===== config.mk =====
export PLATFORM = sky130hd
export DESIGN_NAME = pending_decoder
export DESIGN_NICKNAME = d
export VERILOG_FILES = /design/src/rtl/pending_decoder.sv
export SDC_FILE = /design/constraint.sdc
export NUM_CORES = 1
export LEC_CHECK = 0
export CAP_MARGIN = 30
export CORE_ASPECT_RATIO = 1.2
export CORE_UTILIZATION = 44
export CTS_CLUSTER_DIAMETER = 100
export DETAILED_ROUTE_END_ITERATION = 12
export PLACE_DENSITY = 0.82
export SYNTH_ARGS = -nofsm -noshare
export SYNTH_HDL_FRONTEND = slang
export SYNTH_SLANG_ARGS = --single-unit

===== constraint.sdc =====
create_clock -name clock -period 4.3 [get_ports clock]
set_clock_uncertainty 0.1 [all_clocks]
set_input_delay 0.86 -clock clock [delete_from_list [all_inputs] [get_ports clock]]
set_output_delay 0.86 -clock clock [all_outputs]
set_load 0.05 [all_outputs]

===== src/rtl/pending_decoder.sv =====
// Registered pending-bit tracker: binary set/clear indices are decoded into an N-bit bitmap,
// with a popcount, full/empty flags, the last accepted one-hot and a sticky range error.
module pending_decoder #(
  parameter int N    = 8,
  parameter int LogN = (N == 1) ? 0 : $clog2(N) - 1
) (
  input  logic            clock,
  input  logic            reset,
  input  logic            set_valid,
  output logic            set_ready,
  input  logic [LogN:0]   set_idx,
  input  logic            clear_valid,
  input  logic [LogN:0]   clear_idx,
  input  logic            flush,
  output logic [N-1:0]    pending,
  output logic [N-1:0]    last_onehot,
  output logic [LogN+1:0] count,
  output logic            empty,
  output logic            full,
  output logic            error
);

  localparam logic [LogN+1:0] NCMP = (LogN+2)'(N);

  logic            set_fire;
  logic            set_in_range;
  logic            clear_in_range;
  logic            err_event;
  logic [N-1:0]    set_dec;
  logic [N-1:0]    clear_dec;
  logic [N-1:0]    pending_next;
  logic [N-1:0]    last_next;
  logic [N-1:0]    pending_reg;
  logic [N-1:0]    last_reg;
  logic [LogN+1:0] count_next;
  logic [LogN+1:0] count_reg;
  logic            error_reg;

  assign set_ready      = ~full & ~flush;
  assign set_fire       = set_valid & set_ready;
  assign set_in_range   = {1'b0, set_idx} < NCMP;
  assign clear_in_range = {1'b0, clear_idx} < NCMP;

  // Out-of-range indices never match a decoder row, so they leave the bitmap untouched.
  genvar gi;
  generate
    for (gi = 0; gi < N; gi++) begin : g_dec
      assign set_dec[gi]   = set_fire & (set_idx == (LogN+1)'(gi));
      assign clear_dec[gi] = clear_valid & (clear_idx == (LogN+1)'(gi));
    end
  endgenerate

  // Clear is applied before set so a same-index collision leaves the bit at 1.
  always_comb begin
    pending_next = '0;
    last_next    = '0;
    if (!flush) begin
      pending_next = (pending_reg & ~clear_dec) | set_dec;
      last_next    = (|set_dec) ? set_dec : last_reg;
    end
    count_next = '0;
    for (int i = 0; i < N; i++) begin
      count_next = count_next + (LogN+2)'(pending_next[i]);
    end
  end

  // A range error on clear is still recorded while flushing; set cannot fire then.
  assign err_event = (set_fire & ~set_in_range) | (clear_valid & ~clear_in_range);

  always_ff @(posedge clock) begin
    if (reset) begin
      pending_reg <= '0;
      last_reg    <= '0;
      count_reg   <= '0;
      error_reg   <= 1'b0;
    end else begin
      pending_reg <= pending_next;
      last_reg    <= last_next;
      count_reg   <= count_next;
      error_reg   <= error_reg | err_event;
    end
  end

  assign pending     = pending_reg;
  assign last_onehot = last_reg;
  assign count       = count_reg;
  assign error       = error_reg;
  assign empty       = (pending_reg == '0);
  assign full        = &pending_reg;

endmodule

; After elaboration in Yosys (flattened, before gate mapping)
; Cells that the tools add are included.
[op_classes]
addsub = 7
bitwise_logic = 23
reduce_logical = 6
n_eq_ne = 14
n_mux = 1
[ops]
columns = operator, n
row1 = $eq 3x3->1 const B, 8
row2 = $and 1x1->1, 18
row3 = $add 4x1->4, 4
row4 = $eq 3x2->1 const B, 4
row5 = $and 8x8->8, 1
row6 = $logic_not 8->1, 1
row7 = $mux 8, 1
row8 = $not 8->8, 1
row9 = $or 8x8->8, 1
row10 = $reduce_and 8->1, 1
row11 = $reduce_or 8->1, 1
row12 = $eq 3x1->1 const B, 2
row13 = $logic_not 3->1, 2
row14 = $add 3x1->4, 1
row15 = $add 2x1->3, 1
row16 = $add 1x1->2, 1
row17 = $not 1->1, 2
row18 = $reduce_or 2->1, 1
[word_totals]
register_bits = 20

; Depth between registers and ports, before layout
; Gate-level depths: netlist (run 1).
[logic_depth]
word_depth = 14
ltp_mapped = 12

; Worst setup path before layout (run 1)
; OpenSTA, ideal clock, no wires.
[synth_path]
path_type = input to register
startpoint = input port clear_idx[0]
endpoint = register count_reg[2] (netlist: count[2])
setup_time_ns = 0.115
stages = 12
setup_slack_ns = 0.414
arrival_time_ns = 3.671
cell_sequence = nand2b_1 > o31ai_1 > a21oi_1 > fa_1 > inv_1 > fa_1 > inv_1 > fa_1 > ha_1 > fa_1 > xnor2_1 > nor2_1
[synth_via]
elab_chain_cells = 13
[synth_lines]
columns = item, line_no
row1 = start: declaration, 13  ; input logic [LogN:0] clear_idx,
row2 = $logic_not 3->1, 49  ; assign clear_dec[gi] = clear_valid & (clear_idx == (LogN+1)'(gi));
row3 = $and 1x1->1, 49
row4 = $not 8->8, 58  ; pending_next = (pending_reg & ~clear_dec) | set_dec;
row5 = $and 8x8->8, 58
row6 = $or 8x8->8, 58
row7 = $mux 8, 57  ; if (!flush) begin
row8 = net pending_next[0], 31  ; logic [N-1:0] pending_next;
row9 = $add 1x1->2, 63  ; count_next = count_next + (LogN+2)'(pending_next[i]);
row10 = $add 2x1->3, 63
row11 = $add 3x1->4, 63
row12 = $add 4x1->4 (4 in a row), 63
row13 = end signal: assignment, 79  ; count_reg <= count_next;
row14 = end: declaration, 36  ; logic [LogN+1:0] count_reg;
; The timed path passes the listed nets, and every way through them passes these cells.
; A chain may end at the register's enable or synchronous reset.

; Final worst setup path (run 1)
[layout_path]
startpoint = input port set_idx[0]
endpoint = register count_reg[1] (netlist: count[1])
[layout_via]
elab_chain_cells = 11
[layout_lines]
columns = item, line_no
row1 = start: declaration, 11  ; input logic [LogN:0] set_idx,
row2 = $eq 3x1->1, 48  ; assign set_dec[gi] = set_fire & (set_idx == (LogN+1)'(gi));
row3 = $and 1x1->1, 48
row4 = $or 8x8->8, 58
row5 = $mux 8, 57
row6 = net pending_next[1], 31
row7 = $add 1x1->2, 63
row8 = $add 2x1->3, 63
row9 = $add 3x1->4, 63
row10 = $add 4x1->4 (4 in a row), 63
row11 = net count_next[1], 35  ; logic [LogN+1:0] count_next;
; The timed path passes the listed nets, and every way through them passes these cells.

==> run metrics, run 1 <==
measured slew at the worst slew-check pin 0.5441 ns; total of warnings raised by yosys 0; number of remaining DRC errors 0; core footprint 2282 µm²; Top FF cell, synth sky130_fd_sc_hd__dfxtp_1; Area contributors post-synth sky130_fd_sc_hd__dfxtp_1 (38%), sky130_fd_sc_hd__fa_1 (7.6%), sky130_fd_sc_hd__a21oi_1 (7.1%); Yosys top cell by area sky130_fd_sc_hd__dfxtp_1; setup TNS 0 ns; multiplexer share of the synthesized area 0%; Post-DRT Antenna Nets 0; largest vdd supply drop 194.4 µV; latest clock arrival within the worst-skew pair 0.30 ns; mean cell area of the mapped netlist 9.566 µm²; via count of the first global-routing pass 994; number of enable flip-flop cells after synthesis 0; xor-xnor portion of the synthesized cell area 0.8323%; CTS sink cnt 20; proportion of layout cells with a drive suffix above 1 18.71%; r2r endpoint count[1]; RSZ-0062 raised after global routing no; R2R setup slack 0.67 ns; Area growth, synth to finish 48.28%; Adder-Cell Fraction of Synth Area 11.18%; Yosys reg bits 20; number of buffer cells added on primary ports 33; most common cell type on the critical path sky130_fd_sc_hd__fa_1; HPWL after detailed placement 2060 µm; status finished, final reports clean; final instance area 1560 µm²; global placement routability congestion 0.8341; capturing element type of the critical path flip-flop; Worst EP arrival 4.32 ns; library cell contributing the largest single delay on the critical path sky130_fd_sc_hd__clkdlybuf4s50_1; DRC violation total after the first TritonRoute iteration 22; total wirelength of the detailed-routed design 2642 µm; Worst setup endpoint count[1]; classification of the worst-slack hold path reg -> reg; Final Slew Violations 0; biggest cell delay along the critical path 0.56 ns; number of distinct library cells after synthesis 28; I/O pin total 35; Die Footprint 2592 µm²; most frequent cell after synthesis sky130_fd_sc_hd__dfxtp_1; count of standard-cell rows 19; effective utilization at floorplan 46.11%; areal power density over the cells 229.4 nW/µm²; drt first pass iters 4; instance count of the mapped netlist 110; part of the cycle the worst path needs 97.02%; worst endpoint required time 4.45 ns; Max clock buf depth 2; main combinational cell family by area after synthesis compound AO/OA/AOI/OAI gates; Crit. Startpoint set_idx[0]; via density per instance 5.392; remaining global-route overflow 0; Clock Pin Slew Worst Setup and Hold Paths 0.11 ns; endpoints failing setup 0; worst hold path stage count 2; share of synthesized area occupied by flip-flops and latches 38.05%; P_leak 0.6140 nW; top cells by instance count after synthesis sky130_fd_sc_hd__dfxtp_1 (20), sky130_fd_sc_hd__a21oi_1 (15), sky130_fd_sc_hd__nand2_1 (10), sky130_fd_sc_hd__o211ai_1 (8), sky130_fd_sc_hd__o22ai_1 (8); share of Yosys cell area claimed by the top area cell type 38.05%; clk root buf sky130_fd_sc_hd__clkbuf_4; final critical-path required period 4.172 ns; Simple-Gate Fraction of Synth Area 20.10%; max-capacitance violation count 0; Crit Path Max Fanout 4; CTS tree yes; synthesized netlist net count 128; number of levels in the clock H-tree 1; setup repair bufs after CTS 0; width of the chip 46.64 µm; final net count 174; logic depth of the worst register-to-register path 11; ANT cells 0; Post-Syn Area 1052 µm²; standard cell area after detailed placement 1483 µm²; list of cells traversed by the critical path clkdlybuf4s50_1 -> and4bb_2 -> o211ai_1 -> a21oi_1 -> fa_1 -> inv_1 -> fa_1 -> inv_1 -> fa_1 -> ha_1 -> fa_2 -> nor2b_1; vias 1,003; maximum clock frequency 0.2397 GHz; die height 55.57 µm; first-pass GRT wire length 4229 µm; per-cell routed wire length 14.20 µm; global-route usage over all layers 21.39%; share of the synthesized area in compound gates (AO/OA/AOI/OAI) 24.97%; number of antenna violations at the first check in global routing 0; asr flop ratio synth 0%; clock buffers created by TritonCTS 3; headroom to the max-slew limit 63.73%; Final Hold Violating Endpoints 0; path type of the worst setup path in -> reg; largest net degree at the start of global routing 17; category of the worst setup path launch point primary input; startpoint of the worst-slack reg-to-reg timing path pending[6]
-- worst min-delay path by stage --
stage / start / endpoint / slack, ns
detailed placement: last_onehot[7] / last_onehot[7] / 0.35
finish: last_onehot[0] / last_onehot[0] / 0.36
floorplan: last_onehot[0] / last_onehot[0] / 0.57
global placement: last_onehot[4] / last_onehot[4] / 0.35
CTS: last_onehot[0] / last_onehot[0] / 0.37
global route: last_onehot[3] / last_onehot[3] / 0.39
-- logic make-up after synthesis --
group,count (synthesis)
compound gates,42
simple gates,30
flops,20
buf+inv,9
fa+ha+maj,7
xor+xnor,1
other cells,1
-- worst max-delay path: cells and delay by family --
| kind | cells | cell delay, ns |
|---|---|---|
| adders and majority gates | 5 | 2.01 |
| AOI/OAI and AO/OA | 2 | 0.33 |
| and+or+nand+nor | 2 | 0.39 |
| buffers and inverters | 3 | 0.71 |
-- power by group --
part | internal (mW) | switching (mW) | leakage (nW)
sequential | 0.187 | 0.00127 | 0.161
combinational | 0.0250 | 0.0346 | 0.432
clock | 0.0517 | 0.0584 | 0.0210
total | 0.264 | 0.0942 | 0.614
-- placed cells by master (no fill, tap or decap), types with 2 or more instances in the layout --
cell type                         instances
sky130_fd_sc_hd__nand2b_1                 3
sky130_fd_sc_hd__fa_1                     3
sky130_fd_sc_hd__o211ai_1                 8
sky130_fd_sc_hd__a21oi_1                 13
sky130_fd_sc_hd__clkdlybuf4s50_1         31
sky130_fd_sc_hd__dfxtp_1                 20
sky130_fd_sc_hd__o31ai_2                  2
sky130_fd_sc_hd__nand2_1                 10
sky130_fd_sc_hd__inv_1                    5
sky130_fd_sc_hd__buf_4                   12
sky130_fd_sc_hd__a21oi_2                  2
sky130_fd_sc_hd__nor2b_1                  2
sky130_fd_sc_hd__a21o_1                   2
sky130_fd_sc_hd__o21ai_0                  5
sky130_fd_sc_hd__nand4_4                  2
sky130_fd_sc_hd__or4_1                    2
sky130_fd_sc_hd__ha_1                     3
sky130_fd_sc_hd__dlymetal6s2s_1           2
sky130_fd_sc_hd__o22ai_1                  8
sky130_fd_sc_hd__nor2_1                   4
sky130_fd_sc_hd__clkbuf_4                 3
sky130_fd_sc_hd__and4bb_2                 2
-- stage by stage --
| stage | total power [mW] | utilization [%] | hold slack [ns] | setup slack (ns) | cells |
|---|---|---|---|---|---|
| 4_1_cts | 0.3577 | 66.56 | 0.3694 | 0.09213 | 186 |
| 3_5_place_dp | 0.2498 | 64.97 | 0.3499 | -0.2332 | 182 |
| 2_1_floorplan | 0.2239 | - | 0.5707 | 0.4139 | 110 |
| 6_report | 0.3579 | 68.37 | 0.3648 | 0.1283 | 186 |
| 3_3_place_gp | 0.2481 | 64.97 | 0.3478 | -0.1570 | 182 |
| 5_1_grt | 0.3714 | 68.37 | 0.3874 | 0.02096 | 186 |
-- timing repair --
action | CTS | global route
setup endpoints to repair | 0 | 2
hold buffers | 0 | 0
gates resized for setup | 0 | 10
-- area by class of cell --
class	count	area, µm²
Fill cell	191	721.9
Sequential cell	20	400.4
Clock buffer	4	36.28
Inverter	5	18.77
Multi-Input combinational cell	81	640.6
Tap cell	31	38.79
Timing Repair Buffer	45	425.4
-- layer usage --
layer / vias up / wire length, µm / global-route usage, %
li1: 493 / - / -
met1: 476 / 1146 / 27.22
met2: 32 / 1358 / 36.11
met3: 2 / 115 / 3.247
met4: 0 / 21 / 6.122
met5: - / 0 / 0
Note: power is estimated with default switching activity, not from simulation.
==> inputs of run 2 (changes only) <==
Settings changed: CORE_UTILIZATION 44 to 25, PLACE_DENSITY 0.82 to 0.54.
==> run 2 against run 1 <==
  * Register-to-register slack improved by 0.04 ns
  * Critical path type unchanged
  * Critical path depth did not move
  * Hold slack better by 0.0049 ns
  * Clock power up 11%
  * Design area increased by 4.3%
  * Setup slack improved by 0.030 ns
  * Power up 3.8%
==> run metrics, run 2 (synthesis results as in run 1) <==
status finished, final reports clean; global placement routability congestion 0.8462 (+1.5%); standard cell area after detailed placement 1549 µm² (+4.5%); Max clock buf depth 2 (unchanged); headroom to the max-slew limit 63.88% (+0.15 points); max-capacitance violation count 0 (unchanged); final instance area 1628 µm² (+4.3%); drt first pass iters 4 (unchanged); design internal power 276.5 µW (+4.8%); endpoints failing setup 0 (unchanged); Final Slew Violations 0 (unchanged); CTS sink cnt 20 (unchanged); proportion of layout cells with a drive suffix above 1 21.12% (+2.4 points); DRC violation total after the first TritonRoute iteration 19 (-14%); core footprint 3973 µm² (+74%); number of antenna violations at the first check in global routing 0 (unchanged); per-cell routed wire length 12.85 µm (-9.6%); Worst EP arrival 4.19 ns (-0.13 ns); I/O pin total 35 (unchanged); Crit Path Max Fanout 4 (unchanged); HPWL after detailed placement 2166 µm (+5.1%); via density per instance 4.726 (-12%); path type of the worst setup path in -> reg; count of standard-cell rows 25 (+6); Die Footprint 4474 µm² (+73%); Post-DRT Antenna Nets 0 (unchanged); Post-Route Hold Slack 0.3697 ns (+0.004935 ns); clock buffers created by TritonCTS 3 (unchanged); measured slew at the worst slew-check pin 0.5418 ns (-0.002303 ns); category of the worst setup path launch point primary input; classification of the worst-slack hold path reg -> reg; largest vdd supply drop 110.2 µV (-43%); vias 1,016 (+1.3%); Area growth, synth to finish 54.70%; switching share of power 25.59% (-0.73 points); ANT cells 0 (unchanged); library cell contributing the largest single delay on the critical path sky130_fd_sc_hd__clkdlybuf4s50_1; number of buffer cells added on primary ports 33 (unchanged); biggest cell delay along the critical path 0.53 ns (-0.03 ns); via count of the first global-routing pass 1,034 (+4.0%); number of remaining DRC errors 0 (unchanged); number of levels in the clock H-tree 1 (unchanged); first-pass GRT wire length 4436 µm (+4.9%); share of power burned in the clock network 32.8% (+2.1 points); most common cell after layout, fill and taps aside sky130_fd_sc_hd__clkdlybuf4s50_1; part of the cycle the worst path needs 96.31% (-0.71 points); share of power burned in registers 50.7% (-1.9 points); effective utilization at floorplan 26.49% (-20 points); CTS tree yes; most common cell type on the critical path sky130_fd_sc_hd__fa_1; areal power density over the cells 228.3 nW/µm² (-0.50%); final critical-path required period 4.141 ns (-0.03035 ns); latest clock arrival within the worst-skew pair 0.26 ns (-0.04 ns); worst endpoint required time 4.34 ns (-0.11 ns); remaining global-route overflow 0 (unchanged); Clock Pin Slew Worst Setup and Hold Paths 0.07 ns (-0.04 ns); global-route usage over all layers 13.26% (-8.1 points); die height 73.07 µm (+31%); final net count 181 (+4.0%); Layout fillers 397 (+110%); P_leak 0.6385 nW (+4.0%); maximum clock frequency 0.2415 GHz (+0.73%); total wirelength of the detailed-routed design 2762 µm (+4.5%); commonest non-fill, non-tap cells in the layout sky130_fd_sc_hd__clkdlybuf4s50_1 (31), sky130_fd_sc_hd__dfxtp_1 (20), sky130_fd_sc_hd__buf_4 (19), sky130_fd_sc_hd__a21oi_1 (13), sky130_fd_sc_hd__nand2_1 (10); largest net degree at the start of global routing 17 (unchanged); Final Hold Violating Endpoints 0 (unchanged); combinational share of power 16.5% (about the same); clk root buf sky130_fd_sc_hd__clkbuf_8; width of the chip 61.23 µm (+31%); net load switching power 95.08 µW (+0.94%); list of cells traversed by the critical path clkdlybuf4s50_1 -> and4bb_2 -> o211ai_1 -> a21oi_2 -> fa_1 -> inv_1 -> fa_1 -> inv_1 -> fa_1 -> ha_2 -> fa_2 -> nor2b_1; capturing element type of the critical path flip-flop
run 2: changes by cell type in the layout (fill, tap and decap cells not counted), sizes merged:
| cell | before | now |
|---|---|---|
| buf | 12 | 19 |
| clkbuf | 4 | 3 |
run 2: worst max-delay path: cells and delay by family:
family / cells / cell delay (ns)
fa+ha+maj: 5 / 2.07
buf+inv: 3 / 0.63
simple gates: 2 / 0.39
compound gates: 2 / 0.24
run 2: path summary, 6_finish.rpt:
check                       from        endpoint  slack [ns]  depth (start not counted)
setup / recovery      set_idx[2]        count[1]        0.16                         12
hold / removal    last_onehot[5]  last_onehot[5]        0.37                          2
setup reg to reg      pending[6]        count[1]        0.71                         11
hold reg to reg   last_onehot[5]  last_onehot[5]        0.37                          2
run 2: cell type report:
class                           count  area, µm²  area share (%)
Timing Repair Buffer               52      478.0           29.36
Tap cell                           54      67.56           4.151
Clock buffer                        3      41.29           2.537
Inverter                            5      18.77           1.153
Multi-Input combinational cell     81      621.8           38.20
Sequential cell                    20      400.4           24.60
run 2: through the flow:
step	util [%]	TNS, ns	worst slack (ns)	cells	total power [mW]
3_5_place_dp	38.99	-0.3591	-0.1979	210	0.2525
2_1_floorplan	-	0	0.4139	110	0.2239
5_1_grt	40.98	-0.01177	-0.01177	215	0.3855
4_1_cts	40.03	0	0.06586	213	0.3727
6_report	40.98	0	0.1587	215	0.3716
3_3_place_gp	38.99	-0.3623	-0.1938	210	0.2519
run 2: what timing repair did:
action,CTS,global route
setup endpoints to repair,0,2
resized for setup,0,8
hold buffers,0,0
setup buffers,0,2
run 2: power groups by stage:
stage               sequential (mW)  clock, mW  combinational (mW)
finish                        0.188      0.122              0.0613
global route                  0.188      0.131              0.0656
CTS                           0.188      0.124              0.0603
detailed placement            0.193          0              0.0599
global placement              0.193          0              0.0593
floorplan                     0.199          0              0.0248
run 2: layer usage:
metal	GRT usage (%)	wire, µm	vias up
met3	1.596	106	6
met2	23.19	1439	25
met5	0	0	-
met4	6.313	48	0
met1	15.59	1168	478
li1	-	-	507
